<file path="config.mk">
export PLATFORM = sky130hd
export DESIGN_NAME = fp_mac_seq
export DESIGN_NICKNAME = d
export VERILOG_FILES = /design/src/rtl/fp_mac_seq_pkg.sv /design/src/rtl/fp_mac_seq.sv
export SDC_FILE = /design/constraint.sdc
export NUM_CORES = 1
export LEC_CHECK = 0
export CORE_MARGIN = 1
export CORE_UTILIZATION = 39
export CTS_CLUSTER_SIZE = 14
export DETAILED_ROUTE_END_ITERATION = 10
export GPL_TIMING_DRIVEN = 0
export PLACE_DENSITY = 0.94
export SYNTH_ARGS = -nofsm -noshare
export SYNTH_HDL_FRONTEND = slang
export SYNTH_SLANG_ARGS = --single-unit
</file>
<file path="constraint.sdc">
create_clock -name clk -period 3.6 [get_ports clk]
set_input_delay 1.08 -clock clk [delete_from_list [all_inputs] [get_ports clk]]
set_output_delay 1.08 -clock clk [all_outputs]
set_load 0.05 [all_outputs]
</file>
<file path="src/rtl/fp_mac_seq_pkg.sv">
`default_nettype none
// ============================================================================
//  Module      : fp_mac_seq_pkg
//  Description : Shared FP16 definitions for the fp_mac sequencer and its
//                neighbours: word width, canonical zero and a NaN test that
//                works on the exponent/mantissa fields.
//  Revision    : 1.0  initial release
// ============================================================================
package fp_mac_seq_pkg;

    localparam int          FP16_WIDTH    = 16;
    localparam logic [15:0] FP16_POS_ZERO = 16'h0000;

    // A NaN has an all-ones exponent and a non-zero mantissa.
    function automatic logic fp16_is_nan(input logic [FP16_WIDTH-1:0] v);
        return (v[14:10] == 5'h1F) && (v[9:0] != 10'h000);
    endfunction

endpackage : fp_mac_seq_pkg
`default_nettype wire

</file>
<file path="src/rtl/fp_mac_seq.sv">
`default_nettype none
// ============================================================================
//  Module      : fp_mac_seq
//  Description : Dot-product sequencer driving one fp_mac. Takes a command
//                (length, initial accumulator), streams FP16 (a,b) pairs into
//                the MAC one at a time with the running accumulator as the
//                addend, writes each MAC result back and returns the final sum.
//                Optional macro FP_MAC_SEQ_NAN_FLAG_EN adds a sticky res_nan
//                output flagging any NaN produced during the command.
//  Revision    : 1.0  initial release
// ============================================================================
module fp_mac_seq
    import fp_mac_seq_pkg::*;
#(
    parameter int LEN_W = 8
) (
    input  logic                  clk,
    input  logic                  rst_n,
    // command
    input  logic                  cmd_valid,
    output logic                  cmd_ready,
    input  logic [LEN_W-1:0]      cmd_len,
    input  logic [FP16_WIDTH-1:0] cmd_init,
    // operand stream
    input  logic                  in_valid,
    output logic                  in_ready,
    input  logic [FP16_WIDTH-1:0] in_a,
    input  logic [FP16_WIDTH-1:0] in_b,
    // result
    output logic                  res_valid,
    input  logic                  res_ready,
    output logic [FP16_WIDTH-1:0] res_data,
    output logic                  res_err,
`ifdef FP_MAC_SEQ_NAN_FLAG_EN
    output logic                  res_nan,
`endif
    // fp_mac initiator interface
    output logic [FP16_WIDTH-1:0] mac_opA,
    output logic [FP16_WIDTH-1:0] mac_opB,
    output logic [FP16_WIDTH-1:0] mac_opADD,
    output logic                  mac_enA,
    output logic                  mac_enB,
    output logic                  mac_enADD,
    output logic                  mac_en_Mul_A,
    output logic                  mac_en_Mul_B,
    output logic                  mac_en_Add_A,
    output logic                  mac_en_Add_B,
    input  logic [FP16_WIDTH-1:0] mac_out_i,
    input  logic                  mac_val_i
);

    typedef enum logic [2:0] {
        S_IDLE  = 3'd0,
        S_FETCH = 3'd1,
        S_EXEC  = 3'd2,
        S_WB    = 3'd3,
        S_DONE  = 3'd4
    } state_t;

    state_t                r_state;
    logic [FP16_WIDTH-1:0] r_acc;
    logic [LEN_W-1:0]      r_cnt;
    logic [LEN_W-1:0]      r_len;
    logic                  r_err;
    logic                  r_pipe_en;

    logic w_fetch;
    logic w_in_hs;
    logic w_last;

    assign w_fetch = (r_state == S_FETCH);
    assign w_in_hs = w_fetch && in_valid;
    // r_len is never zero here: zero-length commands bypass FETCH/EXEC/WB.
    assign w_last  = (r_cnt == (r_len - 1'b1));

    // Sequencer FSM: command accept, per-pair issue/execute/writeback, result hold.
    always_ff @(posedge clk) begin
        if (!rst_n) begin
            r_state   <= S_IDLE;
            r_acc     <= FP16_POS_ZERO;
            r_cnt     <= '0;
            r_len     <= '0;
            r_err     <= 1'b0;
            r_pipe_en <= 1'b0;
        end else begin
            case (r_state)
                S_IDLE: begin
                    if (cmd_valid) begin
                        r_len   <= cmd_len;
                        r_acc   <= cmd_init;
                        r_cnt   <= '0;
                        r_err   <= 1'b0;
                        r_state <= (cmd_len == '0) ? S_DONE : S_FETCH;
                    end
                end
                S_FETCH: begin
                    // Operands are captured by the MAC on this same edge;
                    // the pipeline enables follow for exactly one cycle.
                    if (in_valid) begin
                        r_pipe_en <= 1'b1;
                        r_state   <= S_EXEC;
                    end
                end
                S_EXEC: begin
                    r_pipe_en <= 1'b0;
                    r_state   <= S_WB;
                end
                S_WB: begin
                    // A missing MAC valid keeps the old accumulator and
                    // flags the command as broken.
                    if (mac_val_i) begin
                        r_acc <= mac_out_i;
                    end else begin
                        r_err <= 1'b1;
                    end
                    r_cnt   <= r_cnt + 1'b1;
                    r_state <= w_last ? S_DONE : S_FETCH;
                end
                S_DONE: begin
                    if (res_ready) begin
                        r_state <= S_IDLE;
                    end
                end
                default: begin
                    r_state <= S_IDLE;
                end
            endcase
        end
    end

`ifdef FP_MAC_SEQ_NAN_FLAG_EN
    logic r_nan;

    // Sticky NaN flag: cleared on command accept, set by any NaN written back.
    always_ff @(posedge clk) begin
        if (!rst_n) begin
            r_nan <= 1'b0;
        end else if (r_state == S_IDLE && cmd_valid) begin
            r_nan <= 1'b0;
        end else if (r_state == S_WB && fp16_is_nan(mac_out_i)) begin
            r_nan <= 1'b1;
        end
    end

    assign res_nan = r_nan;
`else
    // NaN tracking not built; no flag state exists.
`endif

    // Handshake outputs decoded from the state register.
    assign cmd_ready = (r_state == S_IDLE);
    assign in_ready  = w_fetch;
    assign res_valid = (r_state == S_DONE);
    assign res_data  = r_acc;
    assign res_err   = r_err;

    // Operand capture happens in the handshake cycle itself, so the MAC sees
    // the pair on the same edge the stream accepts it.
    assign mac_opA   = w_fetch ? in_a  : FP16_POS_ZERO;
    assign mac_opB   = w_fetch ? in_b  : FP16_POS_ZERO;
    assign mac_opADD = w_fetch ? r_acc : FP16_POS_ZERO;
    assign mac_enA   = w_in_hs;
    assign mac_enB   = w_in_hs;
    assign mac_enADD = w_in_hs;

    assign mac_en_Mul_A = r_pipe_en;
    assign mac_en_Mul_B = r_pipe_en;
    assign mac_en_Add_A = r_pipe_en;
    assign mac_en_Add_B = r_pipe_en;

endmodule : fp_mac_seq
`default_nettype wire

</file>
==> impl_results.md, run 1 <==
* Outcome: finished clean
* Max stage delay cell, worst path: clkdlybuf4s50_1
* # clock sinks at 37
* Max-cap violations at 0
* Slew @ Worst Pin at roughly 620 ps
* Pwr per Cell Area at roughly 460 mW/mm2
* DIE WIDTH at 78.0 um
* Unrepaired setup endpoints after global routing: false
* Dpl ws at -161 ps
* Met2 routed WL at 4320 um
* Layout cell share with drive strength beyond 1 at 0.0694
* HP Class: reg2reg
* Yosys warns at 0
* Slowest cell delay on critical path at 510 ps
* Final GP Congestion at a little over 0.9
* # diodes at 0
* Met1 wire length at 3040 um
* Clock buffer depth at 2
* All-Layer GR Usage at 0.266
* Fill count at 457
* CP arrival at 2400 ps
* IO buf count at ~150
* Critical Path Stages at 4
* Final Core Density at 0.705
* Core ar. at 0.00554 mm2
* Setup bufs post-CTS at 0
* Worst reg2reg setup slack at 1660 ps
* Placement-stage cell area at approximately 0.0039 mm2
* Reg clk slew, reported paths at around 60 ps
* Number of enable flip-flop cells after synthesis at 0
* CP Cell Sequence: clkdlybuf4s50_1, and2_1, buf_4, dlygate4sd2_1
* Die area at between 0.006 and 0.007 mm2
* Avg WL per Cell at 15.2 um
* CP Class: in2out
* Drt first pass iters at 4
* Primary FF master, synth: dfxtp_1
* Fin. Hold Viols at 0
* Sequential area share after synthesis at 0.329
* PnR worst setup slack at 123 ps
* CTS Root Cell: clkbuf_8
* Critical Path Fanout Max at 4
* Worst-skew pair later-pin latency at approximately 300 ps
* Final Critical Period at 3480 ps
* Met3 WL post-DR at approximately 510 um
* Final non-filler cell area at 0.00390 mm2
* Power consumption at ~1.8 mW
* Slew Limit Fails at 0
* Rel. slew slack at 0.587
* Syn nets at 381
* Worst EP required at 2520 ps
* H-tree depth at 2
* Synthesized flop and latch total at 37
* Placed Cells at 525
* Synth Instances at 301
* Drt via density at 5.17
* CTS Buf Count at 5
* Syn Area/Cell at 7.48 um2
* Logic pwr share at 0.565
* Synth-to-layout area growth at 73.4%
* Peak supply drop at 0.341 mV
* Psw at 0.853 mW
* IO Count at 153
* Synth cell types at 41
* TritonCTS clock tree: built
* Total grt overflow at 0
* Final period util at 0.966
* Static leakage at 1.81 nW
* Reg2Reg Depth at 7
* Clk_skew at ~13 ps
* Sequential share of power at 0.279
* Finished Layout Cells at ~530
* Die Span Y at 78.0 um
* Vias in the first global route at 2595
* Fin nets at 540
* ANT nets after route at 0
* Largest net degree at the start of global routing at 12
* CP Buf/Inv Count at 3
* Top routing layer used: met4
* Total Wirelength at 8110 um
* WHS Path Cells at 2
* Worst setup EP type: output pin
* Final Setup Violations at 0
* Antenna violations before repair at 0
* Detailed router's first-iteration violation count at 144
* Synth async-reset ratio at 0
* Vias at roughly 2800
* Cell family with most CP delay: buffers and inverters
* Post-DP HPWL at around 6400 um
* Number of remaining DRC errors at 0
* Crit path launch type: primary input
* CTS hold repair buffers at 0
* Post-Syn Area at between 0.002 and 0.0025 mm2
* FP Rows at 27
* Fmax at 0.288 GHz
* Global-route wire length before repair at 12600 um
* Starting Density at 0.406
* Sw frac at 0.475
* Share of total power in the clock network at 0.156
* P_int at about 0.94 mW
## per-layer routing
metal / vias to the layer above / track usage
met5: - / 0
met4: 0 / 0.122
met3: 19 / 0.0518
met2: 119 / 0.496
met1: 1282 / 0.287
li1: 1333 / -
## worst register-to-register path: stages, from the launching register on
cell and delay (ps):
dfxtp_1 450, inv_1 80, ha_1 240, and2_4 180
o21a_1 180, o31a_1 250, nor4_2 320, o21ai_0 130
## registers in the layout, indices dropped and copies added (netlist names)
register	flops
mac_en_Add_A	1
res_data	16
r_state	3
r_cnt	8
r_len	8
res_err	1
## Yosys cell counts (2+ instances only)
| cell type | count | area, um2 |
|---|---|---|
| nor4_1 | 3 | 18.8 |
| o31a_1 | 2 | 17.5 |
| clkbuf_1 | 12 | 45.0 |
| a311oi_1 | 16 | 140 |
| mux2_2 | 4 | 45.0 |
| o21a_1 | 2 | 15.0 |
| buf_2 | 6 | 30.0 |
| buf_4 | 7 | 52.6 |
| and3_1 | 4 | 25.0 |
| nand2_1 | 55 | 206 |
| o21ai_0 | 6 | 30.0 |
| nand3b_1 | 3 | 22.5 |
| nor3_1 | 4 | 20.0 |
| a21oi_1 | 18 | 90.1 |
| and2_1 | 50 | 313 |
| dfxtp_1 | 37 | 741 |
| ha_1 | 2 | 25.0 |
| inv_1 | 3 | 11.3 |
| nor2_1 | 34 | 128 |
| xor2_1 | 6 | 52.6 |
| xnor2_1 | 4 | 35.0 |
| nand3_1 | 4 | 20.0 |
## cell type report
type / instances / area (um2) / share of cell area
Timing Repair Buffer: 152 / 1470 / 0.376
Multi-Input combinational cell: 236 / 1380 / 0.354
Sequential cell: 37 / 741 / 0.190
Buffer: 25 / 128 / 0.0327
Tap cell: 72 / 90.1 / 0.0231
Clock buffer: 6 / 72.6 / 0.0186
Inverter: 3 / 11.3 / 0.00288
Clock inverter: 2 / 10.0 / 0.00256
## final timing paths
check	endpoint	from
hold / removal	r_len[7]	r_len[7]
setup / recovery	mac_enADD	in_valid
hold reg to reg	r_len[7]	r_len[7]
setup reg to reg	r_state[0]	r_len[0]
## per-stage QoR
stage | hold slack [ps] | TNS, ps
2_1_floorplan | 448 | 0
3_3_place_gp | 460 | -333
3_5_place_dp | 463 | -388
4_1_cts | 472 | 0
5_1_grt | 494 | 0
6_report | 470 | 0
## cell usage in the layout (no fill, tap or decap), types with 2 or more instances in the layout
| cell | synthesis | layout |
|---|---|---|
| buf_4 | 7 | 7 |
| nor4_1 | 3 | 3 |
| nand2_1 | 55 | 55 |
| a21oi_1 | 18 | 18 |
| dfxtp_1 | 37 | 37 |
| o21ai_0 | 6 | 6 |
| xnor2_1 | 4 | 4 |
| nand3_1 | 4 | 4 |
| a311oi_1 | 16 | 16 |
| nand3b_1 | 3 | 3 |
| clkbuf_8 | 0 | 5 |
| clkbuf_1 | 12 | 13 |
| clkinv_2 | 0 | 2 |
| nor3_1 | 4 | 4 |
| inv_1 | 3 | 3 |
| dlymetal6s2s_1 | 0 | 4 |
| mux2_2 | 4 | 4 |
| buf_2 | 6 | 6 |
| ha_1 | 2 | 2 |
| o21a_1 | 2 | 2 |
| xor2_1 | 6 | 6 |
| nor2_1 | 34 | 34 |
| dlygate4sd2_1 | 0 | 46 |
| o31a_1 | 2 | 2 |
| and2_1 | 50 | 50 |
| and3_1 | 4 | 4 |
| clkdlybuf4s50_1 | 0 | 101 |
## logic make-up (layout without fill, tap and decap cells)
family / after synthesis / count (layout) / share of synthesized area
muxes: 5 / 5 / 0.0245
buffers and inverters: 28 / 188 / 0.0617
and+or+nand+nor: 169 / 169 / 0.384
AOI/OAI and AO/OA: 50 / 50 / 0.151
xor gates and xnor gates: 10 / 10 / 0.0389
DFF: 37 / 37 / 0.329
adders and majority gates: 2 / 2 / 0.0111
## power groups by stage
stage	Clock (mW)	Sequential, mW	Combinational (mW)
floorplan	0	0.609	0.571
global placement	0	0.506	1.04
detailed placement	0	0.509	1.06
CTS	0.284	0.500	1.01
global route	0.303	0.507	1.07
finish	0.280	0.501	1.02
## what timing repair did
item                                    CTS  global route
gates resized for setup                  48             7
endpoints found under the setup margin   52             7
pin swaps                                 0             0
(Power assumes the default switching activity.)
==> run 2, diff against run 1 <==
--- a/config.mk
+++ b/config.mk
@@ -5,6 +5,7 @@
 export SDC_FILE = /design/constraint.sdc
 export NUM_CORES = 1
 export LEC_CHECK = 0
+export CORE_ASPECT_RATIO = 0.7
 export CORE_MARGIN = 1
 export CORE_UTILIZATION = 39
 export CTS_CLUSTER_SIZE = 14
==> run 2 against run 1 <==
  * Clock skew decreased by 3.8 ps
  * Final area increased by 0.96%
  * Sequential share of layout area decreased by 0.18 points
  * Sequential power hardly changed
  * Wire length grew 14%
  * Highest routed layer unchanged
==> impl_results.md, run 2 (synthesis results as in run 1) <==
* Outcome: finished clean
* Slew Limit Fails at 0
* CTS Buf Count at 5
* Final Critical Period at 3520 ps
* Peak supply drop at 0.215 mV
* Starting Density at 0.417
* Fin. Hold Viols at 0
* Number of remaining DRC errors at 0
* Die area at 0.00608 mm2
* Unrepaired setup endpoints after global routing: false
* Static leakage at 1.93 nW
* Largest net degree at the start of global routing at 12
* FP Rows at 22
* Met3 WL post-DR at 903 um
* Worst-skew pair later-pin latency at 290 ps
* IO buf count at between 150 and 200
* Final non-filler cell area at between 0.003 and 0.004 mm2
* Detailed router's first-iteration violation count at 267
* Max-cap violations at 0
* Fin nets at 540
* Pwr per Cell Area at roughly 460 mW/mm2
* Worst setup EP type: output pin
* Total grt overflow at 0
* Avg WL per Cell at 17.4 um
* Slew @ Worst Pin at roughly 680 ps
* Setup TNS Final at 0 ps
* Critical Path Fanout Max at 4
* H-tree depth at 2
* Antenna violations before repair at 0
* ANT nets after route at 0
* Reg clk slew, reported paths at 70 ps
* CTS hold repair buffers at 0
* TritonCTS clock tree: built
* HP Class: reg2reg
* Synth-to-layout area growth at 75.1%
* Post-DP HPWL at 7190 um
* Met1 wire length at 3640 um
* All-Layer GR Usage at 0.299
* IO Count at ~150
* Drt first pass iters at 5
* Die Span Y at 65.6 um
* Clk_skew at 9.08 ps
* Worst EP required at 2520 ps
* Setup bufs post-CTS at 0
* Top routing layer used: met4
* Global-route wire length before repair at 13900 um
* CP arrival at 2440 ps
* Placement-stage cell area at 0.00386 mm2
* Vias at 2824
* CTS Root Cell: clkbuf_8
* Drt via density at 5.30
* Worst hold margin at around 520 ps
* DIE WIDTH at 92.8 um
* Total Wirelength at 9260 um
* # diodes at 0
* Power consumption at 1.82 mW
* Max reg flops at 16
* Rel. slew slack at 0.541
* Final Core Density at 0.731
* Highest-count cells in the layout ignoring fill and taps: clkdlybuf4s50_1, nand2_1, and2_1
* Core ar. at 0.00540 mm2
* Layout cell share with drive strength beyond 1 at 0.0672
* Crit path launch type: primary input
* Final Setup Violations at 0
* Met2 routed WL at between 4000 and 5000 um
* CP Class: in2out
* Fmax at approximately 0.28 GHz
* Clock buffer depth at 2
* # clock sinks at 37
* Vias in the first global route at around 2800
* Commonest non-fill, non-tap cell in the layout: clkdlybuf4s50_1
* Final GP Congestion at 0.872
* Final period util at 0.977
run 2: changes by cell type in the layout (fill, tap and decap cells not counted):
cell,change
clkbuf_2,-1
dlygate4sd2_1,-8
dlymetal6s2s_1,+9
run 2: cell type report:
type                            instances  area [um2]
Buffer                                 25         128
Clock buffer                            6        72.6
Clock inverter                          2        10.0
Fill cell                             402        1450
Inverter                                3        11.3
Multi-Input combinational cell        236        1380
Sequential cell                        37         741
Tap cell                               72        90.1
Timing Repair Buffer                  152        1510
run 2: final timing paths:
kind              slack, ps     start  cells after the start    endpoint
hold reg to reg         520  r_len[7]                      2    r_len[7]
hold / removal          520  r_len[7]                      2    r_len[7]
setup reg to reg       1620  r_len[0]                      7  r_state[0]
setup / recovery         80  in_valid                      4   mac_enADD
run 2: what timing repair did:
item	4_1_cts	5_1_grt
cloned	0	0
endpoints found under the setup margin	52	16
gates resized for setup	39	14
run 2: worst max-delay path, stage by stage:
cell	delay, ps
clkdlybuf4s50_1	540
and2_1	190
buf_4	110
dlygate4sd2_1	520
run 2: metrics by stage:
step / cells / setup WS (ps)
after global routing: 533 / 16.1
after CTS: 533 / 4.02
after floorplan: 301 / 606
final: 533 / 83.8
after global placement: 525 / -203
after detailed placement: 525 / -185
run 2: report_power, final:
group / internal (mW) / leakage [nW] / switching, mW
Clock: 0.134 / 0.0450 / 0.146
Sequential: 0.456 / 0.304 / 0.0467
Combinational: 0.362 / 1.58 / 0.675
Total: 0.953 / 1.93 / 0.868
run 2: metal layers:
layer | track usage | vias up
met1 | 0.337 | 1300
met2 | 0.551 | 173
li1 | - | 1327
met3 | 0.0903 | 24
met5 | 0 | -
met4 | 0.0769 | 0
==> run 3, diff against run 2 <==
--- a/config.mk
+++ b/config.mk
@@ -7,11 +7,12 @@
 export LEC_CHECK = 0
 export CORE_ASPECT_RATIO = 0.7
 export CORE_MARGIN = 1
-export CORE_UTILIZATION = 39
+export CORE_UTILIZATION = 40
+export CTS_BUF_LIST = sky130_fd_sc_hd__clkbuf_2
 export CTS_CLUSTER_SIZE = 14
 export DETAILED_ROUTE_END_ITERATION = 10
 export GPL_TIMING_DRIVEN = 0
-export PLACE_DENSITY = 0.94
+export PLACE_DENSITY = 0.95
 export SYNTH_ARGS = -nofsm -noshare
 export SYNTH_HDL_FRONTEND = slang
 export SYNTH_SLANG_ARGS = --single-unit
==> run 3 against run 2 <==
  * Via count is 0.92% lower
  * Utilization shrank 1.1 points
  * Clock power fell by 4%
  * Critical path type is now reg2out
==> impl_results.md, run 3 (synthesis results as in run 1) <==
* Outcome: finished clean
* Unrepaired setup endpoints after global routing: false
* Final Critical Period at 3470 ps
* Antenna violations before repair at 0
* Die area at 0.00594 mm2
* All-Layer GR Usage at 0.289
* Post-DP HPWL at ~7000 um
* Largest net degree at the start of global routing at 14
* Worst EP required at 2520 ps
* H-tree depth at 2
* Slew @ Worst Pin at ~740 ps
* Static leakage at ~1.7 nW
* # clock sinks at 37
* Placed Cells at 525
* Fmax at 0.288 GHz
* Fill count at 425
* Final GP Congestion at 0.885
* Slew Limit Fails at 0
* ANT nets after route at 0
* Global-route wire length before repair at 13300 um
* CTS Buf Count at 5
* Die Span Y at 64.8 um
* Worst-skew pair later-pin latency at 410 ps
* # diodes at 0
* Worst Hold End: r_len[7]
* Total Wirelength at 8670 um
* Avg WL per Cell at 16.3 um
* Final Setup Violations at 0
* CP Class: reg2out
* Hold Path Origin: r_len[7]
* Setup TNS Final at 0 ps
* Fin. Hold Viols at 0
* Setup bufs post-CTS at 0
* Reg2Reg Depth at 7
* Peak supply drop at 0.223 mV
* Pwr per Cell Area at 466 mW/mm2
* Final period util at 0.963
* IO Count at around 150
* Placement-stage cell area at 0.00386 mm2
* Rel. slew slack at 0.507
* Worst r2r src: r_len[0]
* WHS Path Cells at 2
* CTS hold repair buffers at 0
* Total grt overflow at 0
* Vias at 2798
* TritonCTS clock tree: built
* Finished Layout Cells at 533
* Crit path launch type: flip-flop
* DIE WIDTH at 91.7 um
* IO buf count at ~150
* Max reg flops at 16
* CP arrival at between 2000 and 2500 ps
* FP Rows at 22
* Core ar. at 0.00534 mm2
* Layout cell share with drive strength beyond 1 at 0.111
* Worst reg2reg setup slack at approximately 1700 ps
* Drt via density at 5.25
* Drt first pass iters at 5
* Commonest non-fill, non-tap cell in the layout: clkdlybuf4s50_1
* Clock buffer depth at 2
* HP Class: reg2reg
* Critical Path Fanout Max at 10
* Final non-filler cell area at around 0.0038 mm2
* Number of remaining DRC errors at 0
* Fin nets at 540
* Vias in the first global route at 2587
* Detailed router's first-iteration violation count at 299
* CTS Root Cell: clkbuf_2
* Starting Density at 0.422
* Clk_skew at between 20 and 25 ps
* Highest-count cells in the layout ignoring fill and taps: clkdlybuf4s50_1, nand2_1, and2_1
* RR Endpoint: r_state[2]
* Synth-to-layout area growth at 70.7%
* Worst setup EP type: output pin
* Max-cap violations at 0
* Reg clk slew, reported paths at 210 ps
## run 3: cell count changes in the layout (fill, tap and decap cells not counted), moves of 5 or more
cell | before | now
dlymetal6s2s_1 | 13 | 0
clkdlybuf4s15_1 | 0 | 15
dlygate4sd2_1 | 38 | 19
clkbuf_2 | 0 | 22
clkbuf_8 | 5 | 0
## run 3: timing repair
item / in CTS / in global routing
hold endpoints to repair: 0 / 0
gates resized for setup: 56 / 50
endpoints found under the setup margin: 52 / 50
## run 3: metrics by stage
| stage | power, mW | util | hold slack (ps) | setup WS [ps] |
|---|---|---|---|---|
| global placement | 1.55 | 0.723 | 465 | -187 |
| finish | 1.79 | 0.719 | 491 | 132 |
| floorplan | 1.18 | - | 448 | 606 |
| global route | 1.88 | 0.719 | 521 | 3.49 |
| detailed placement | 1.57 | 0.723 | 465 | -210 |
| CTS | 1.79 | 0.726 | 489 | 23.7 |
## run 3: layout make-up
cell class / instances / area (um2) / area share
multi-input cells: 236 / 1380 / 0.360
inverters: 3 / 11.3 / 0.00293
repair buffers: 152 / 1420 / 0.369
well taps: 72 / 90.1 / 0.0235
clock inverters: 3 / 46.3 / 0.0121
clock buffers: 5 / 25.0 / 0.00651
flip-flops and latches: 37 / 741 / 0.193
plain buffers: 25 / 129 / 0.0336
## run 3: worst max-delay path: stages (launching register included)
cell           delay (ps)
dfxtp_1               400
buf_2                 220
nor3b_4               340
clkbuf_1              300
and2_1                170
dlygate4sd2_1         530
## run 3: how the worst max path moves through the flow
stage,startpoint,end
floorplan,r_state[0],mac_enADD
CTS,r_state[0],mac_opA[2]
global route,r_state[0],mac_opB[0]
detailed placement,in_valid,mac_enB
finish,r_state[0],mac_opB[7]
global placement,in_valid,mac_enADD
## run 3: power breakdown
part	internal [mW]	switching [mW]
sequential	0.457	0.0432
clock	0.118	0.152
combinational	0.351	0.669
## run 3: layer usage
metal  GRT usage  part of all wire  vias to the layer above
met5           0                 0                        -
met4      0.0873             0.018                        0
met3      0.0646             0.081                       15
met2       0.521              0.50                      132
met1       0.345              0.40                     1315
li1            -                 -                     1336
